===== config.mk =====
export PLATFORM = sky130hd
export DESIGN_NAME = buzzer_poly_flat
export DESIGN_NICKNAME = d
export VERILOG_FILES = /design/src/rtl/buzzer_poly_if.sv /design/src/rtl/buzzer_poly.sv /design/src/flat_wrapper.sv
export SDC_FILE = /design/constraint.sdc
export NUM_CORES = 1
export LEC_CHECK = 0
export CAP_MARGIN = 20
export CORE_UTILIZATION = 25
export DETAILED_ROUTE_END_ITERATION = 6
export PLACE_DENSITY = 0.36
export SLEW_MARGIN = 20
export SYNTH_ARGS = -nofsm -noshare
export SYNTH_HDL_FRONTEND = slang
export SYNTH_SLANG_ARGS = --single-unit

===== constraint.sdc =====
create_clock -name clk -period 4.7 [get_ports clk]
set_clock_uncertainty 0.05 [all_clocks]
set_input_delay 0.47 -clock clk [delete_from_list [all_inputs] [get_ports clk]]
set_output_delay 0.47 -clock clk [all_outputs]
set_load 0.02 [all_outputs]

===== src/rtl/buzzer_poly_if.sv =====
// buzzer_poly_if: command strobe/word from the CPU and tone/status back to it
interface buzzer_poly_if #(
  parameter int CHANNELS = 4
);
  logic start;
  logic [23:0] in;
  logic sound;
  logic [CHANNELS-1:0] active;
  logic cmd_err;
  modport master(output start, in, input sound, active, cmd_err);
  modport slave(input start, in, output sound, active, cmd_err);
endinterface


===== src/rtl/buzzer_poly.sv =====
// buzzer_poly: multi-channel square-wave tone generator with PWM volume, duration timers and OR mixing
module buzzer_poly #(
  parameter int CHANNELS = 4,
  parameter int PERIOD_W = 12,
  parameter int VOL_W = 2,
  parameter int PRESC = 64,
  parameter int DUR_SHIFT = 10
) (
  input logic clk,
  input logic rst,
  buzzer_poly_if.slave bus
);
  localparam int PW = PRESC > 1 ? $clog2(PRESC) : 1;
  localparam int DW = 16 + DUR_SHIFT;
  localparam logic [3:0] OP_SET = 4'd1;
  localparam logic [3:0] OP_STOP = 4'd2;
  localparam logic [3:0] OP_VOL = 4'd3;
  localparam logic [3:0] OP_DUR = 4'd4;
  localparam logic [3:0] OP_STOPALL = 4'd5;
  logic [3:0] op, ch;
  logic [15:0] pl;
  logic [PW-1:0] presc;
  logic [VOL_W-1:0] pwm;
  logic tick, bad, go, sound, cmd_err;
  logic [CHANNELS-1:0] ch_out, active;
  assign op = bus.in[23:20];
  assign ch = bus.in[19:16];
  assign pl = bus.in[15:0];
  assign tick = presc == PW'(PRESC - 1);
  // STOPALL ignores the channel field, so only opcodes 1..4 are range-checked
  assign bad = bus.start & ((op > OP_STOPALL) | ((op >= OP_SET) & (op <= OP_DUR) & (int'(ch) >= CHANNELS)));
  assign go = bus.start & ~bad;
  for (genvar c = 0; c < CHANNELS; c++) begin : g_ch
    logic [PERIOD_W-1:0] per, cnt;
    logic [VOL_W-1:0] vol;
    logic [DW-1:0] dur;
    logic phase, hit, wrap;
    assign hit = go & (ch == 4'(c));
    assign wrap = cnt == per - PERIOD_W'(1);
    // later assignments are commands, so they win over tone and expiry updates on the same edge
    always_ff @(posedge clk) begin
      if (rst) begin
        per <= '0;
        cnt <= '0;
        phase <= 1'b0;
        vol <= '1;
        dur <= '0;
      end else begin
        cnt <= ~|per ? '0 : tick ? (wrap ? '0 : cnt + PERIOD_W'(1)) : cnt;
        phase <= |per & (phase ^ (tick & wrap));
        if (|dur & |per) dur <= dur - DW'(1);
        if ((dur == DW'(1)) & |per) per <= '0;
        if ((hit & (op == OP_STOP)) | (go & (op == OP_STOPALL))) begin
          per <= '0;
          dur <= '0;
        end
        if (hit & (op == OP_SET)) begin
          per <= pl[PERIOD_W-1:0];
          cnt <= '0;
          phase <= 1'b0;
        end
        if (hit & (op == OP_VOL)) vol <= pl[VOL_W-1:0];
        if (hit & (op == OP_DUR)) dur <= DW'(pl) << DUR_SHIFT;
      end
    end
    assign ch_out[c] = phase & (&vol | (pwm < vol)) & |per;
    assign active[c] = |per;
  end
  always_ff @(posedge clk) begin
    if (rst) begin
      presc <= '0;
      pwm <= '0;
      sound <= 1'b0;
      cmd_err <= 1'b0;
    end else begin
      presc <= tick ? '0 : presc + PW'(1);
      pwm <= pwm + VOL_W'(1);
      sound <= |ch_out;
      cmd_err <= bad;
    end
  end
  assign bus.sound = sound;
  assign bus.active = active;
  assign bus.cmd_err = cmd_err;
endmodule

===== src/flat_wrapper.sv =====
// flat-port wrapper written by rule: the top's interface ports become plain ports
module buzzer_poly_flat 
#(
  parameter int CHANNELS = 4,
  parameter int PERIOD_W = 12,
  parameter int VOL_W = 2,
  parameter int PRESC = 64,
  parameter int DUR_SHIFT = 10
)
  (clk, rst, bus_start, bus_in, bus_sound, bus_active, bus_cmd_err);
  buzzer_poly_if #(.CHANNELS(CHANNELS)) bus_i ();
  input logic clk;
  input logic rst;
  input wire logic [$bits(bus_i.start)-1:0] bus_start;
  input wire logic [$bits(bus_i.in)-1:0] bus_in;
  output wire logic [$bits(bus_i.sound)-1:0] bus_sound;
  output wire logic [$bits(bus_i.active)-1:0] bus_active;
  output wire logic [$bits(bus_i.cmd_err)-1:0] bus_cmd_err;
  assign bus_i.start = bus_start;
  assign bus_i.in = bus_in;
  assign bus_sound = bus_i.sound;
  assign bus_active = bus_i.active;
  assign bus_cmd_err = bus_i.cmd_err;
  buzzer_poly #(.CHANNELS(CHANNELS), .PERIOD_W(PERIOD_W), .VOL_W(VOL_W), .PRESC(PRESC), .DUR_SHIFT(DUR_SHIFT)) u_core (.clk(clk), .rst(rst), .bus(bus_i));
endmodule

==> results.txt <==
Run status -> complete, no violations
Proportion of synthesized chip area in sequential cells -> 0.348
Crit end category -> output pin
Buffers added on ports -> 32
Number of design-rule violations left by the first detailed-router iteration -> 767
Most common cell on crit path -> inv_1
Effective utilization at floorplan -> 0.254
Net switching power of the design -> 1.36 mW
Combinational family with the most area after synthesis -> simple AND/OR/NAND/NOR gates
Via count of the first global-routing pass -> 11100
Bufs and invs on worst path -> 3
Commonest non-fill, non-tap cell in the layout -> dfxtp_1
Synthesized-area fraction occupied by and/or/nand/nor cells -> 0.289
Max-capacitance violation count -> 0
Xor and xnor area share after synthesis -> 0.0988
Total inserted antenna cells -> 0
GRT Util Overall -> 0.160
Estimated wirelength of the detail-placed design -> 29.0 mm
FFs w/ async S/R, synth -> 0
Chip height -> 228 um
DRC viols -> 0
Arrival time at the worst endpoint -> 3.31 ns
Post-Syn Nets -> 1647
Endpoints failing hold -> 0
Crit Path Category -> reg2out
Clock slew at reported path FFs -> 0.06 ns
Library cell contributing the largest single delay on the critical path -> nor2b_1
Buffers inserted during post-CTS setup optimization -> 0
Yosys warnings -> 0
Residual overflow from global routing -> 0
Layout cells sized above 1 -> 0.0834
Path type of the worst min-delay path -> in2reg
Clock buffer count from CTS -> 30
Final Max Slew Viols -> 0
Layout area overhead -> 16.5%
Delay of the slowest cell on the worst path -> 0.61 ns
Fmax -> 261 MHz
Number of unique standard cell types used by synthesis -> 81
Sw Ratio -> 0.273
Share of synthesized area spent on multiplexers -> 0.00784
Syn Std Cell Area -> 0.0128 sq mm
Worst skew pair latency -> 0.58 ns
Leakage power of the design -> 5.23 nW
Nets -> 1657
Average wire length per cell after detail routing -> 18.5 um
Mapped Avg Cell Area -> 8.00 sq um
CTS tree -> done
Synthesized-area fraction occupied by ao, oa, aoi and oai cells -> 0.195
Worst-case headroom to the max-slew limit -> 0.304
Pin count of the biggest net entering global routing -> 56
Main synth FF type -> dfxtp_1
Initial antenna violation count -> 0
Category of the worst setup path launch point -> register
Maximum ir drop on the vdd rail -> 0.311 mV
Clk Tree Root Cell -> clkbuf_16
Number of synthesized register bits -> 222
Final GP Congestion -> 0.769
Hold slack -> 0.384 ns
Number of gates resized after CTS -> 0
Pin slew with the least headroom to its limit -> 1.04 ns
WL final -> 42.6 mm
Setup total negative slack -> 0 ns
Crit path required time -> 4.18 ns
Post-route ant nets -> 0
Adder and majority cell fraction of the synthesized area -> 0.0225
Clock Sink Count -> 222
Share of the cycle needed by the critical path after routing -> 0.815
Clock share of power -> 0.490
Number of buffers on the longest clock path -> 3
Number of failing setup endpoints in the final timing report -> 0
Area of the placeable core -> 0.0503 sq mm
Depth of the CTS H-tree -> 1
Chip width -> 228 um
Cell class contributing the biggest share of worst-path delay -> simple AND/OR/NAND/NOR gates
Post-CTS Hold Fix Bufs -> 0
Global-route wire length before repair -> 66.3 mm
Detail-routed via count per cell -> 5.12
DRT Pass-1 Iters -> 5
Cell-by-cell trace of the critical path -> inv_1 -> ha_1 -> nor2b_1 -> nand4b_1 -> nor3_2 -> inv_1 -> clkdlybuf4s50_1
FP Rows -> 82
Relative contribution of combinational cells to total power -> 0.120
Count of pins on the block boundary -> 33
Overall via count from detail_route -> 11800
Top library cells by usage in the layout, fill and taps aside -> dfxtp_1 (222), nor2_1 (167), nand2_1 (142)
Cell Int Power -> 3.63 mW
CP max FO -> 10
Post-synth EDFFs -> 0
RSZ-0062 raised after global routing -> no
PD cells -> 335 mW/mm^2
Post-synthesis cell count -> 1597
Time the final worst path needs with I/O delays and setup -> 3.83 ns
Share of power burned in registers -> 0.390
Total Die Area -> 0.0520 sq mm
==> cells in the mapped netlist (9+ instances only) <==
library cell  instances  share of area
or2_2                11         0.0054
a211oi_1             31          0.018
a21o_1               14         0.0082
clkbuf_1             57          0.017
a22o_1               32          0.022
buf_2                22         0.0086
a22oi_1              28          0.016
dfxtp_1             222           0.35
nor3_1              125          0.049
o31ai_1              18          0.011
nor2b_1              12         0.0059
xnor2_1              80          0.055
a21oi_1              94          0.037
and3_1               22          0.011
or3_1                22          0.011
nand2_1             142          0.042
a31oi_1              27          0.013
a31o_2               13         0.0089
ha_1                 23          0.023
nand3_1              41          0.016
inv_1                37          0.011
mux2i_1              10         0.0078
xor2_1               64          0.044
nor2_1              168          0.049
nor4_1               37          0.018
nand4_1              39          0.019
and4_1                9         0.0062
or4_1                15         0.0088
o21ai_0              51          0.020
==> metrics by stage <==
stage          cell area, sq um  std cells  setup slack, ns  total power, mW  utilization
2_1_floorplan             12800       1597             2.19             2.39            -
3_3_place_gp              13800       2246             1.21             2.58        0.275
3_5_place_dp              13800       2246             1.16             2.58        0.275
4_1_cts                   14900       2301            0.789             5.08        0.296
5_1_grt                   14900       2302            0.594             5.22        0.296
6_report                  14900       2302            0.870             4.99        0.296
==> metal layers <==
metal	part of all wire	global-route usage	vias to the layer above
met5	0	0	-
met4	0.023	0.0390	0
met3	0.029	0.0205	50
met2	0.44	0.255	202
met1	0.50	0.227	5651
li1	-	-	5890
==> layout make-up <==
type	instances	area (sq um)
Clock buffer	42	907
Inverter	38	143
Fill cell	5477	35400
Multi-Input combinational cell	1252	7840
Clock inverter	13	155
Sequential cell	222	4440
Tap cell	672	841
Timing Repair Buffer	63	548
==> final timing paths <==
path / to / slack (ns) / startpoint / depth (start not counted)
worst max-delay path: bus_active[0] / 0.87 / u_core.g_ch[0].per[0] / 7
worst min-delay path: u_core.g_ch[0].per[11] / 0.38 / rst / 2
worst max register to register: u_core.g_ch[0].per[0] / 1.47 / u_core.g_ch[0].per[0] / 9
worst min register to register: u_core.presc[0] / 0.41 / u_core.presc[0] / 1
==> worst reg2reg max path, delay by kind of cell (launching register included) <==
family                     cells  cell delay (ns)
AOI/OAI and AO/OA              2             0.86
and+or+nand+nor                4             1.32
DFF                            1             0.35
adders and majority gates      1             0.20
buffers and inverters          2             0.38
==> power by group through the flow <==
stage	Sequential [mW]	Clock (mW)	Combinational [mW]
after floorplan	1.98	0	0.417
after global placement	1.98	0	0.600
after detailed placement	1.98	0	0.600
after CTS	1.94	2.53	0.603
after global routing	1.95	2.61	0.667
final	1.94	2.44	0.601
==> flip-flops by register name, indices dropped and copies added, names as in the netlist <==
signal and count:
u_core.bus.sound 1, u_core.presc 6, u_core.pwm 2, u_core.g_ch.per 48, u_core.g_ch.cnt 48, u_core.g_ch.phase 4
u_core.g_ch.dur 104, u_core.bus.cmd_err 1, u_core.g_ch.vol 8
==> logic make-up (layout without fill, tap and decap cells) <==
family | count (synthesis) | after routing
simple gates | 709 | 709
compound gates | 366 | 366
xor+xnor | 144 | 144
flops | 222 | 222
fa+ha+maj | 23 | 23
mux | 10 | 10
buf+inv | 123 | 156
(Power assumes the default switching activity.)
